### src/rtl/bitlet_plane_accumulator.sv
// ---------------------------------------------------------------------------
// bitlet_plane_accumulator
//
// Consumes the selected-lane stream from the Bitlet check-window stage, one
// weight bit-plane at a time. Each selected lane's activation is fetched,
// negated when that lane's weight is negative, and summed into a per-plane
// partial sum. At each plane end the plane sum is merged into the running
// dot-product total by shift-and-add (MSB plane first). After N_plane planes
// the signed total is presented on result with a one-cycle out_vld pulse.
//
// Ports:
//   clk        clock
//   rst_n      asynchronous active-low reset
//   start      1-cycle pulse, begins (or restarts) a dot product
//   act_in     N_total signed activations, lane i at [i*W_act +: W_act]
//   w_sign     per-lane weight sign, 1 = negate
//   sel_vld    check-window selection valid this cycle
//   zero       check window held no 1s; sel is don't-care
//   sel        selected lane index
//   busy       high from the cycle after start until out_vld
//   plane_cnt  number of planes merged so far
//   out_vld    1-cycle pulse, result valid
//   result     signed dot product, held until overwritten by the next run
// ---------------------------------------------------------------------------
module bitlet_plane_accumulator #(
    parameter int N_total = 64,
    parameter int W_act   = 8,
    parameter int N_plane = 8,
    parameter int W_acc   = W_act + $clog2(N_total) + N_plane + 1
) (
    input  logic                          clk,
    input  logic                          rst_n,
    input  logic                          start,
    input  logic [N_total*W_act-1:0]      act_in,
    input  logic [N_total-1:0]            w_sign,
    input  logic                          sel_vld,
    input  logic                          zero,
    input  logic [$clog2(N_total)-1:0]    sel,
    output logic                          busy,
    output logic [$clog2(N_plane+1)-1:0]  plane_cnt,
    output logic                          out_vld,
    output logic signed [W_acc-1:0]       result
);

    localparam int CNT_W = $clog2(N_plane + 1);
    localparam logic [CNT_W-1:0] LAST_PLANE = CNT_W'(N_plane - 1);

    typedef enum logic [1:0] {
        IDLE  = 2'd0,
        ACCUM = 2'd1,
        DONE  = 2'd2
    } state_t;

    state_t state, next_state;

    // Pipeline and accumulation registers
    logic signed [W_acc-1:0] term_r;
    logic                    term_v;
    logic                    prev_vld;
    logic                    end_r;
    logic signed [W_acc-1:0] plane_acc;
    logic signed [W_acc-1:0] total;

    // Lane fetch and sign application
    logic [W_act-1:0]        act_sel;
    logic signed [W_acc-1:0] act_ext;
    logic signed [W_acc-1:0] term_next;
    logic                    take_term;
    logic                    merge;
    logic                    last_merge;
    logic signed [W_acc-1:0] total_merged;

    // NOTE: every signal driven here gets a value on every path so no latch is
    // inferred; the leading defaults guarantee that even as cases are added.
    always_comb begin
        act_sel      = act_in[sel*W_act +: W_act];
        act_ext      = {{(W_acc-W_act){act_sel[W_act-1]}}, act_sel};
        term_next    = w_sign[sel] ? -act_ext : act_ext;
        take_term    = sel_vld && !zero && (state == ACCUM);
        merge        = end_r && (state == ACCUM);
        last_merge   = merge && (plane_cnt == LAST_PLANE);
        // A term still in stage 1 at the merge edge belongs to the ending plane.
        total_merged = (total <<< 1) + plane_acc + (term_v ? term_r : '0);
    end

    // Next-state logic; start always wins, which also covers abort/restart.
    always_comb begin
        next_state = state;
        if (start) begin
            next_state = ACCUM;
        end else begin
            unique case (state)
                IDLE:    next_state = IDLE;
                ACCUM:   if (last_merge) next_state = DONE;
                DONE:    next_state = IDLE;
                default: next_state = IDLE;
            endcase
        end
    end

    // NOTE: sequential state uses non-blocking assignments so every register
    // samples pre-edge values regardless of statement order.
    always_ff @(posedge clk or negedge rst_n) begin
        if (!rst_n) begin
            state <= IDLE;
        end else begin
            state <= next_state;
        end
    end

    always_ff @(posedge clk or negedge rst_n) begin
        if (!rst_n) begin
            term_r    <= '0;
            term_v    <= 1'b0;
            prev_vld  <= 1'b0;
            end_r     <= 1'b0;
            plane_acc <= '0;
            total     <= '0;
            plane_cnt <= '0;
            out_vld   <= 1'b0;
            result    <= '0;
        end else if (start) begin
            // New run (or abort of the current one): clear everything that
            // belongs to the dot product in flight; result keeps its old value.
            term_r    <= '0;
            term_v    <= 1'b0;
            prev_vld  <= 1'b0;
            end_r     <= 1'b0;
            plane_acc <= '0;
            total     <= '0;
            plane_cnt <= '0;
            out_vld   <= 1'b0;
        end else begin
            // Stage 1: fetch and sign the selected activation.
            term_v <= take_term;
            if (take_term) begin
                term_r <= term_next;
            end

            // Plane end is a falling edge of sel_vld while accumulating.
            if (state == ACCUM) begin
                prev_vld <= sel_vld;
                end_r    <= prev_vld && !sel_vld;
            end else begin
                prev_vld <= 1'b0;
                end_r    <= 1'b0;
            end

            // Stage 2 accumulate, or merge the finished plane into the total.
            if (merge) begin
                total     <= total_merged;
                plane_acc <= '0;
                plane_cnt <= plane_cnt + 1'b1;
            end else if (term_v) begin
                plane_acc <= plane_acc + term_r;
            end

            out_vld <= (state == DONE);
            if (state == DONE) begin
                result <= total;
            end
        end
    end

    assign busy = (state != IDLE);

endmodule
### config.mk
export PLATFORM = sky130hd
export DESIGN_NAME = bitlet_plane_accumulator
export DESIGN_NICKNAME = d
export VERILOG_FILES = /design/src/rtl/bitlet_plane_accumulator.sv
export SDC_FILE = /design/constraint.sdc
export NUM_CORES = 1
export LEC_CHECK = 0
export ABC_AREA = 1
export BUFFER_PORTS_ARGS = -buffer_cell sky130_fd_sc_hd__buf_2
export CAP_MARGIN = 25
export CORE_AREA = 5 5 236 238
export CTS_CLUSTER_DIAMETER = 100
export DETAILED_ROUTE_END_ITERATION = 8
export DIE_AREA = 0 0 241 243
export PLACE_DENSITY = 0.5
export SLEW_MARGIN = 5
export SYNTH_ARGS = -nofsm -noshare
export SYNTH_HDL_FRONTEND = slang
export SYNTH_SLANG_ARGS = --single-unit
### constraint.sdc
create_clock -name clk -period 4 [get_ports clk]
set_input_delay 0.8 -clock clk [delete_from_list [all_inputs] [get_ports clk]]
set_output_delay 0.8 -clock clk [all_outputs]
set_load 0.02 [all_outputs]
==> results of run 1 <==
==> final timing paths <==
| kind | endpoint | startpoint |
|---|---|---|
| worst max-delay path | total[22] | term_v |
| worst min-delay path | result[21] | rst_n |
| max in group asynchronous | term_r[17] | rst_n |
| min in group clk | result[8] | result[8] |
| worst min register to register | result[8] | result[8] |
| worst max register to register | total[22] | term_v |
==> power by group <==
| part | switching [W] | internal, W |
|---|---|---|
| combinational | 0.000830 | 0.000518 |
| sequential | 0.0000419 | 0.00106 |
| clock | 0.000433 | 0.000451 |
| total | 0.00131 | 0.00203 |
==> layer usage <==
metal	wire (µm)	part of all wire, %
met3	3736	5.3
met2	34390	49
met5	0	0
met1	31130	44
met4	771	1.1
==> synthesized netlist by cell type, types with 3 or more instances <==
| cell | number |
|---|---|
| o21a_1 | 3 |
| or2_2 | 5 |
| nor2_1 | 55 |
| nor3_1 | 8 |
| nor4_1 | 3 |
| o31ai_1 | 3 |
| buf_2 | 63 |
| a21oi_1 | 71 |
| buf_6 | 14 |
| nand2_1 | 925 |
| buf_4 | 11 |
| buf_1 | 15 |
| nor2_2 | 3 |
| xor2_1 | 7 |
| nand4_1 | 8 |
| clkinv_1 | 3 |
| inv_1 | 113 |
| nand3_1 | 512 |
| clkbuf_1 | 33 |
| a31oi_1 | 3 |
| dfrtp_1 | 101 |
| o21ai_0 | 106 |
| o21bai_1 | 5 |
| a32o_1 | 3 |
| a21o_1 | 4 |
| o22ai_1 | 7 |
| fa_1 | 23 |
| ha_1 | 48 |
| inv_2 | 3 |
==> through the flow <==
step	util [%]	hold slack, ns
4_1_cts	30.91	0.4784
3_3_place_gp	30.36	0.4563
2_1_floorplan	-	0.4640
3_5_place_dp	30.36	0.4591
5_1_grt	30.98	0.3169
6_report	30.98	0.3152
==> sequential cells by signal (all words and copies together), names as in the netlist <==
signal     flops
term_r        22
result        23
state          2
prev_vld       1
end_r          1
out_vld        1
plane_cnt      4
plane_acc     23
term_v         1
total         23
==> kinds of logic after synthesis <==
group / share of synthesized area [%]
simple gates: 51.60
buf+inv: 9.597
compound gates: 9.486
flops: 20.30
fa+ha+maj: 8.522
xor+xnor: 0.4924
==> cell type report <==
cell class | count | area [µm²]
Tap cell | 696 | 870.8
Multi-Input combinational cell | 1817 | 8728
Clock buffer | 10 | 239.0
Timing Repair Buffer | 674 | 3646
Sequential cell | 101 | 2527
Inverter | 121 | 465.4
Fill cell | 6113 | 36850
Antenna cell | 3 | 7.507
Clock inverter | 6 | 55.05
==> worst max-delay path: cells and delay by family (launching register included) <==
kind / cells / cell delay [ns]
AO/OA/AOI/OAI: 6 / 1.11
adder cells (fa/ha/maj): 2 / 0.80
buffers and inverters: 3 / 0.44
flip-flops: 1 / 0.61
AND/OR/NAND/NOR: 4 / 0.40
==> flow_summary_export.csv, run 1 <==
group,metric,value,unit
timing,fin_tns_setup,0,ns
status,status,"finished clean",
finish,fin_cells,3428,
pwr,pwr_density_cell,201.4,mW/mm²
cts,cts_setup_buffers,0,
route,post-route-drc-count,0,
finish,final_common_cell,"nand2_1",
finish,final_layout_size_suffix_gt1_share,25.91,%
grt,grt.total_usage,22.58,%
flow_run,maxCapViolCount,0,
floorplan,initial_utilization,23.32,%
floorplan,rows,85,
placement,place_ws,0.3216,ns
critical_path,arrival,3.71,ns
grt,antenna_found_initial,7,
route,routedWlPerCell,20.43,µm
timing,maxSlewHeadroom,37.38,%
synth,ys_ff_latch,101,
grt,overflow,0,
route,vias,16780,
route,ant_nets,0,
synth,ys_async_sr_fraction,100.0,%
timing,tightest_slew,0.9359,ns
pwr,peakVddDrop,0.2145,mV
floorplan,core-area,0.05339,mm²
cts,cts_buffers,9,
timing,rsz0062_at_grt,"false",
critical_path,reg2reg_depth,15,
synth,mappedNetlistArea,0.01245,mm²
cts,path_clk_slew,0.07,ns
synth,synth_edf_count,0,
floorplan,dieArea,0.05856,mm²
critical_path,cpPeakStageDelay,0.61,ns
finish,design_area,0.01654,mm²
timing,fin_crit,3.485,ns
critical_path,end_kind,"flop",
critical_path,criticalPathCategory,"reg2reg",
cts,clock-root-buffer,"clkbuf_16",
placement,place.detailed.instances,3408,
cts,insertion_delay,0.36,ns
finish,areaGrowthSynthToFinish,32.84,%
timing,drv_slew,0,
synth,synth_area_leader_cell,"nand2_1",
grt,met2_usage,39.38,%
cts,h-tree-depth,3,
pwr,p_total,0.003331,W
pwr,power.leakage,9.239,nW
synth,synth_cells,2175,
critical_path,worstPathRequired,4.23,ns
grt,grt_max_degree,88,
critical_path,regToRegSetupSlack,0.52,ns
route,drt-initial-drc-count,1307,
synth,synth.area.top_cells,"nand2_1, nand3_1, dfrtp_1",
synth,ys_seq_area_share,20.30,%
timing,fin_crit_sh,87.12,%
placement,dp_hpwl,59.02,mm
grt,grt_pass1_wl,102.6,mm
critical_path,cp-start-kind,"flop",
synth,syn-num-nets,2833,
grt,grt_use_met3,2.123,%
placement,gp_congestion,0.9529,
placement,postPlaceCellArea,0.01621,mm²
synth,synth_top_flop_cell,"dfrtp_1",
floorplan,die_x,241,µm
floorplan,ios,616,
grt,busiest_layer,"met2",
cts,numClockSinks,101,
timing,max_freq,287.0,MHz
route,wl,70.02,mm
synth,ys_types,40,
route,vias_per_cell,4.896,
placement,portBuffers,615,
critical_path,cpMostUsedCell,"o21ai_0",
synth,netlist.area_leader.share,27.89,%
timing,setup_viol,0,
min_path,worstHoldPathType,"in2async",
timing,finalWorstSetupSlack,0.5151,ns
finish,final_cell_mix,"nand2_1, buf_2, nand3_1, inv_1, o21ai_0",
timing,hold_viol,0,
cts,hold_buffers,0,
grt,first_global_vias,16810,
synth,ys.warnings.count,0,
cts,ctsResizeCount,0,
grt,grt_use_met1,30.81,%
cts,cts_buffer_depth,2,
cts,cts_tree,"yes",
critical_path,crit_path_max_fanout,14,
finish,final_nets,3382,
critical_path,crit_slowest_cell,"dfrtp_1",
floorplan,die_height,243,µm
route,firstDrtPassIters,6,
timing,skew,0.01464,ns
critical_path,cp_cell_sequence,"buf_4 > nand2_1 > inv_1 > fa_1 > ha_1 > a21oi_1 > o21ai_0 > inv_1 > nand2_1 > a21oi_1 > nor2_1 > nor2_1 > o21bai_1 > o21ai_0 > o21ai_0",
synth,synth_area_per_cell,5.724,µm²
Note: power is estimated with default switching activity, not from simulation.
==> run 2, diff against run 1 <==
REMOVE_ABC_BUFFERS = 1   (was not set)
==> run 2 against run 1 <==
  * Setup slack gained 0.19 ns
  * Hold slack gained 0.019 ns
  * Via count shrank 1.0%
  * Total power shrank 0.68%
  * Largest power group unchanged
  * Non-clock buffer count grew 1
  * Wire length shrank 4.6%
  * Critical endpoint is now total[19]
  * Final cell count grew 0.12%
  * Global-route usage shrank 0.90 points
==> flow_summary_export.csv, run 2 (synthesized netlist as in run 1, its figures left out) <==
group,metric,value,unit
status,status,"finished clean",
cts,cts_buffer_depth,2,
grt,first_global_vias,17050,
timing,fin_tns_setup,0,ns
cts,numClockSinks,101,
grt,antenna_found_initial,9,
timing,fin_crit,3.295,ns
floorplan,die_height,243,µm
floorplan,die_x,241,µm
route,routedWlPerCell,19.46,µm
placement,portBuffers,615,
route,wl,66.80,mm
critical_path,arrival,3.55,ns
cts,h-tree-depth,3,
route,firstDrtPassIters,5,
critical_path,worstPathRequired,4.26,ns
placement,dp_hpwl,55.82,mm
finish,areaGrowthSynthToFinish,33.03,%
timing,fin_crit_sh,82.37,%
timing,hold_viol,0,
floorplan,core-area,0.05339,mm²
finish,final_cell_mix,"nand2_1, buf_2, nand3_1, inv_1, o21ai_0",
pwr,pwr_density_cell,199.7,mW/mm²
cts,ctsResizeCount,0,
grt,grt.total_usage,21.68,%
critical_path,crit_path_max_fanout,15,
finish,reg_top3,"plane_acc: 23 flops, result: 23 flops, total: 23 flops",
timing,maxSlewHeadroom,49.72,%
pwr,p_total,0.003308,W
flow_run,maxCapViolCount,0,
floorplan,dieArea,0.05856,mm²
floorplan,ios,616,
timing,drv_slew,0,
pwr,power.leakage,9.246,nW
critical_path,cp-start-kind,"flop",
grt,overflow,0,
cts,insertion_delay,0.36,ns
critical_path,criticalPathCategory,"reg2reg",
grt,grt_pass1_wl,99.81,mm
route,post-route-drc-count,0,
cts,hold_buffers,0,
route,vias,16620,
cts,path_clk_slew,0.08,ns
min_path,worstHoldPathType,"in2async",
floorplan,initial_utilization,23.32,%
timing,tightest_slew,0.7484,ns
timing,max_freq,303.5,MHz
route,vias_per_cell,4.841,
route,ant_nets,0,
floorplan,rows,85,
timing,setup_viol,0,
cts,cts_tree,"yes",
pwr,peakVddDrop,0.2147,mV
finish,final_common_cell,"nand2_1",
finish,final_layout_size_suffix_gt1_share,25.93,%
timing,skew,0.006365,ns
finish,final_nets,3383,
cts,cts_buffers,9,
placement,gp_congestion,0.9254,
timing,rsz0062_at_grt,"false",
route,drt-initial-drc-count,989,
cts,clock-root-buffer,"clkbuf_16",
grt,grt_max_degree,74,
cts,cts_setup_buffers,0,
critical_path,end_kind,"flop",
run 2: metrics by stage:
step	utilization, %	hold WS, ns	setup slack [ns]	cells	area (µm²)
floorplan	-	0.4640	0.2932	2039	11720
global placement	30.40	0.4494	0.4395	3409	16230
detailed placement	30.40	0.4527	0.4043	3409	16230
CTS	30.94	0.4726	0.6941	3425	16520
global route	31.02	0.3541	0.3202	3432	16560
finish	31.02	0.3346	0.7053	3432	16560
run 2: where the power goes:
group	internal [W]	switching (W)
Sequential	0.00106	0.0000450
Clock	0.000440	0.000461
Combinational	0.000519	0.000787
Total	0.00201	0.00129
run 2: worst max-delay path, stage by stage (launching register included):
cell      delay (ns)
dfrtp_1         0.61
nand2_1         0.10
inv_1           0.09
fa_1            0.41
ha_1            0.36
nand2_1         0.14
nor4_1          0.53
a21oi_1         0.17
o21bai_1        0.25
a31oi_1         0.13
or2_2           0.28
nand3_1         0.06
nand2_1         0.05
run 2: final timing paths:
check	slack, ns	to	depth (start not counted)	start
min in group clk	0.46	result[8]	2	result[8]
hold / removal	0.33	total[10]	1	rst_n
hold reg to reg	0.46	result[8]	2	result[8]
max in group asynchronous	2.82	total[20]	3	rst_n
setup / recovery	0.71	total[19]	12	term_v
setup reg to reg	0.71	total[19]	12	term_v
run 2: layout make-up:
class | count | area (µm²)
clock inverter | 7 | 66.31
sequential | 101 | 2527
antenna | 6 | 15.01
clock buffer | 9 | 225.2
tap | 696 | 870.8
multi-input combinational | 1817 | 8728
inverter | 121 | 465.4
timing repair buffer | 675 | 3665
fill | 6106 | 36830
run 2: metal layers:
| layer | up-vias | routed length [µm] | GRT usage, % |
|---|---|---|---|
| li1 | 8275 | - | - |
| met1 | 7727 | 29080 | 28.48 |
| met2 | 543 | 33370 | 38.57 |
| met3 | 68 | 3027 | 2.111 |
| met4 | 2 | 1302 | 4.381 |
| met5 | - | 7 | 0 |
==> run 3, diff against run 2 <==
clock period = 3.3 ns   (was 4 ns; I/O delays follow)
==> run 3 against run 2 <==
  * Via count grew 0.88%
  * Sequential share of layout area shrank 0.35 points
  * Clock skew grew 0.0038 ns
  * Total power grew 28%
  * Maximum frequency grew 5.9%
  * Hold slack gained 0.016 ns
  * Critical path depth grew 2
  * Count of clock-buffer cells in the layout grew 1
  * Setup slack lost 0.52 ns
  * First-iteration DRC count shrank 1.9%
  * Design area grew 2.3%
  * Register-to-register slack lost 0.52 ns
  * Largest power group unchanged
  * Highest routed layer unchanged
==> flow_summary_export.csv, run 3 (synthesized netlist as in run 1, its figures left out) <==
group,metric,value,unit
finish,areaGrowthSynthToFinish,36.13,%
placement,place.detailed.instances,3444,
finish,reg_top3,"plane_acc: 23 flops, result: 23 flops, total: 23 flops",
placement,dp_hpwl,57.36,mm
finish,final_layout_size_suffix_gt1_share,26.92,%
cts,h-tree-depth,3,
critical_path,cpMostUsedCell,"nand2_1",
pwr,pwr_density_cell,249.3,mW/mm²
critical_path,criticalPathCategory,"reg2reg",
floorplan,dieArea,0.05856,mm²
route,routedWlPerCell,19.53,µm
grt,overflow,0,
finish,fin_util,31.75,%
placement,gp_congestion,0.9209,
critical_path,cp_top_family,"simple AND/OR/NAND/NOR gates",
finish,fin_cells,3463,
placement,portBuffers,615,
flow_run,maxCapViolCount,0,
timing,hold_viol,0,
finish,final_nets,3417,
route,post-route-drc-count,0,
floorplan,die_height,243,µm
cts,path_clk_slew,0.07,ns
cts,cts_buffer_depth,2,
timing,fin_crit_sh,94.29,%
critical_path,end_kind,"flop",
cts,numClockSinks,101,
critical_path,arrival,3.36,ns
critical_path,worstSetupPathDepth,14,
route,ant_nets,0,
finish,final_cell_mix,"nand2_1, buf_2, nand3_1, inv_1, o21ai_0",
finish,seq_area,0.002527,mm²
timing,maxSlewHeadroom,48.50,%
timing,drv_slew,0,
floorplan,ios,616,
floorplan,initial_utilization,23.32,%
finish,fillCellCount,6101,
cts,clock-root-buffer,"clkbuf_16",
grt,antenna_found_initial,17,
critical_path,cp.buffers_inverters,3,
critical_path,reg2reg_depth,14,
grt,grt.total_usage,22.00,%
critical_path,worstPathRequired,3.55,ns
timing,skew,0.01017,ns
critical_path,cp-start-kind,"flop",
timing,max_freq,321.4,MHz
route,firstDrtPassIters,5,
cts,cts_buffers,9,
route,wl,67.65,mm
pwr,peakVddDrop,0.1782,mV
critical_path,crit_path_max_fanout,19,
route,drt-initial-drc-count,970,
cts,cts_setup_buffers,0,
grt,first_global_vias,17060,
route,vias,16760,
critical_path,cp_cell_sequence,"buf_4 > nand2_1 > inv_1 > fa_1 > ha_1 > nand2_1 > nor4_2 > buf_4 > a21oi_1 > o21bai_1 > a31oi_1 > or2_2 > nand3_1 > nand2_1",
critical_path,cpPeakStageDelay,0.41,ns
floorplan,rows,85,
timing,setup_viol,0,
pwr,power.leakage,9.469,nW
cts,insertion_delay,0.36,ns
route,vias_per_cell,4.840,
min_path,worstHoldPathType,"in2async",
status,status,"finished clean",
finish,multi_input_area,0.008742,mm²
timing,fin_crit,3.112,ns
grt,grt_pass1_wl,101.3,mm
timing,whs,0.3505,ns
timing,fin_tns_setup,0,ns
grt,grt_max_degree,102,
floorplan,die_x,241,µm
finish,final_common_cell,"nand2_1",
floorplan,core-area,0.05339,mm²
timing,tightest_slew,0.7716,ns
cts,cts_tree,"yes",
critical_path,crit_slowest_cell,"fa_1",
[run 3: cell types whose count changed in the layout (fill, tap and decap cells not counted), sizes merged]
cell	delta
bufinv	+3
buf	+34
diode	-3
clkbuf	+1
inv	-2
clkinvlp	-2
[run 3: where the power goes]
group	switching (W)	leakage, nW	internal, W
Sequential	0.0000459	1.35	0.00128
Combinational	0.000971	7.95	0.000666
Clock	0.000509	0.169	0.000752
[run 3: layout make-up]
| cell class | count | share of cell area (%) |
|---|---|---|
| timing repair buffer | 709 | 23.53 |
| multi-input combinational | 1817 | 51.58 |
| antenna | 3 | 0.04429 |
| clock buffer | 10 | 1.351 |
| sequential | 101 | 14.91 |
| tap | 696 | 5.138 |
| inverter | 121 | 2.746 |
| clock inverter | 6 | 0.7013 |
[run 3: timing repair]
item / 4_1_cts / 5_1_grt
endpoints found under the setup margin: 0 / 5
hold buffers: 0 / 0
gates resized for setup: 0 / 5
[run 3: path summary, 6_finish.rpt]
path	start	end	slack (ns)
setup / recovery	term_v	total[19]	0.19
hold reg to reg	result[7]	result[7]	0.47
hold / removal	rst_n	result[12]	0.35
min in group clk	result[7]	result[7]	0.47
setup reg to reg	term_v	total[19]	0.19
max in group asynchronous	rst_n	plane_acc[8]	2.50
[run 3: routing by layer]
layer	global-route usage (%)	share of wire [%]
met2	38.89	50
met3	1.964	4.4
met5	0	0.040
met4	4.115	1.9
met1	29.35	44
[run 3: through the flow]
stage | instance area [µm²] | power, W | worst slack (ns)
3_5_place_dp | 16580 | 0.002994 | 0.1189
6_report | 16950 | 0.004225 | 0.1884
4_1_cts | 16930 | 0.004266 | 0.1769
2_1_floorplan | 11720 | 0.002050 | -0.2668
3_3_place_gp | 16580 | 0.002995 | 0.1259
5_1_grt | 16950 | 0.004502 | -0.05144
[run 3: worst register-to-register path, cell delays in order, from the launching register on]
cell and delay, ns:
dfrtp_1 0.40, buf_4 0.24, nand2_1 0.07, inv_1 0.07, fa_1 0.41, ha_1 0.40
nand2_1 0.13, nor4_2 0.32, buf_4 0.17, a21oi_1 0.07, o21bai_1 0.19, a31oi_1 0.12
or2_2 0.28, nand3_1 0.07, nand2_1 0.05
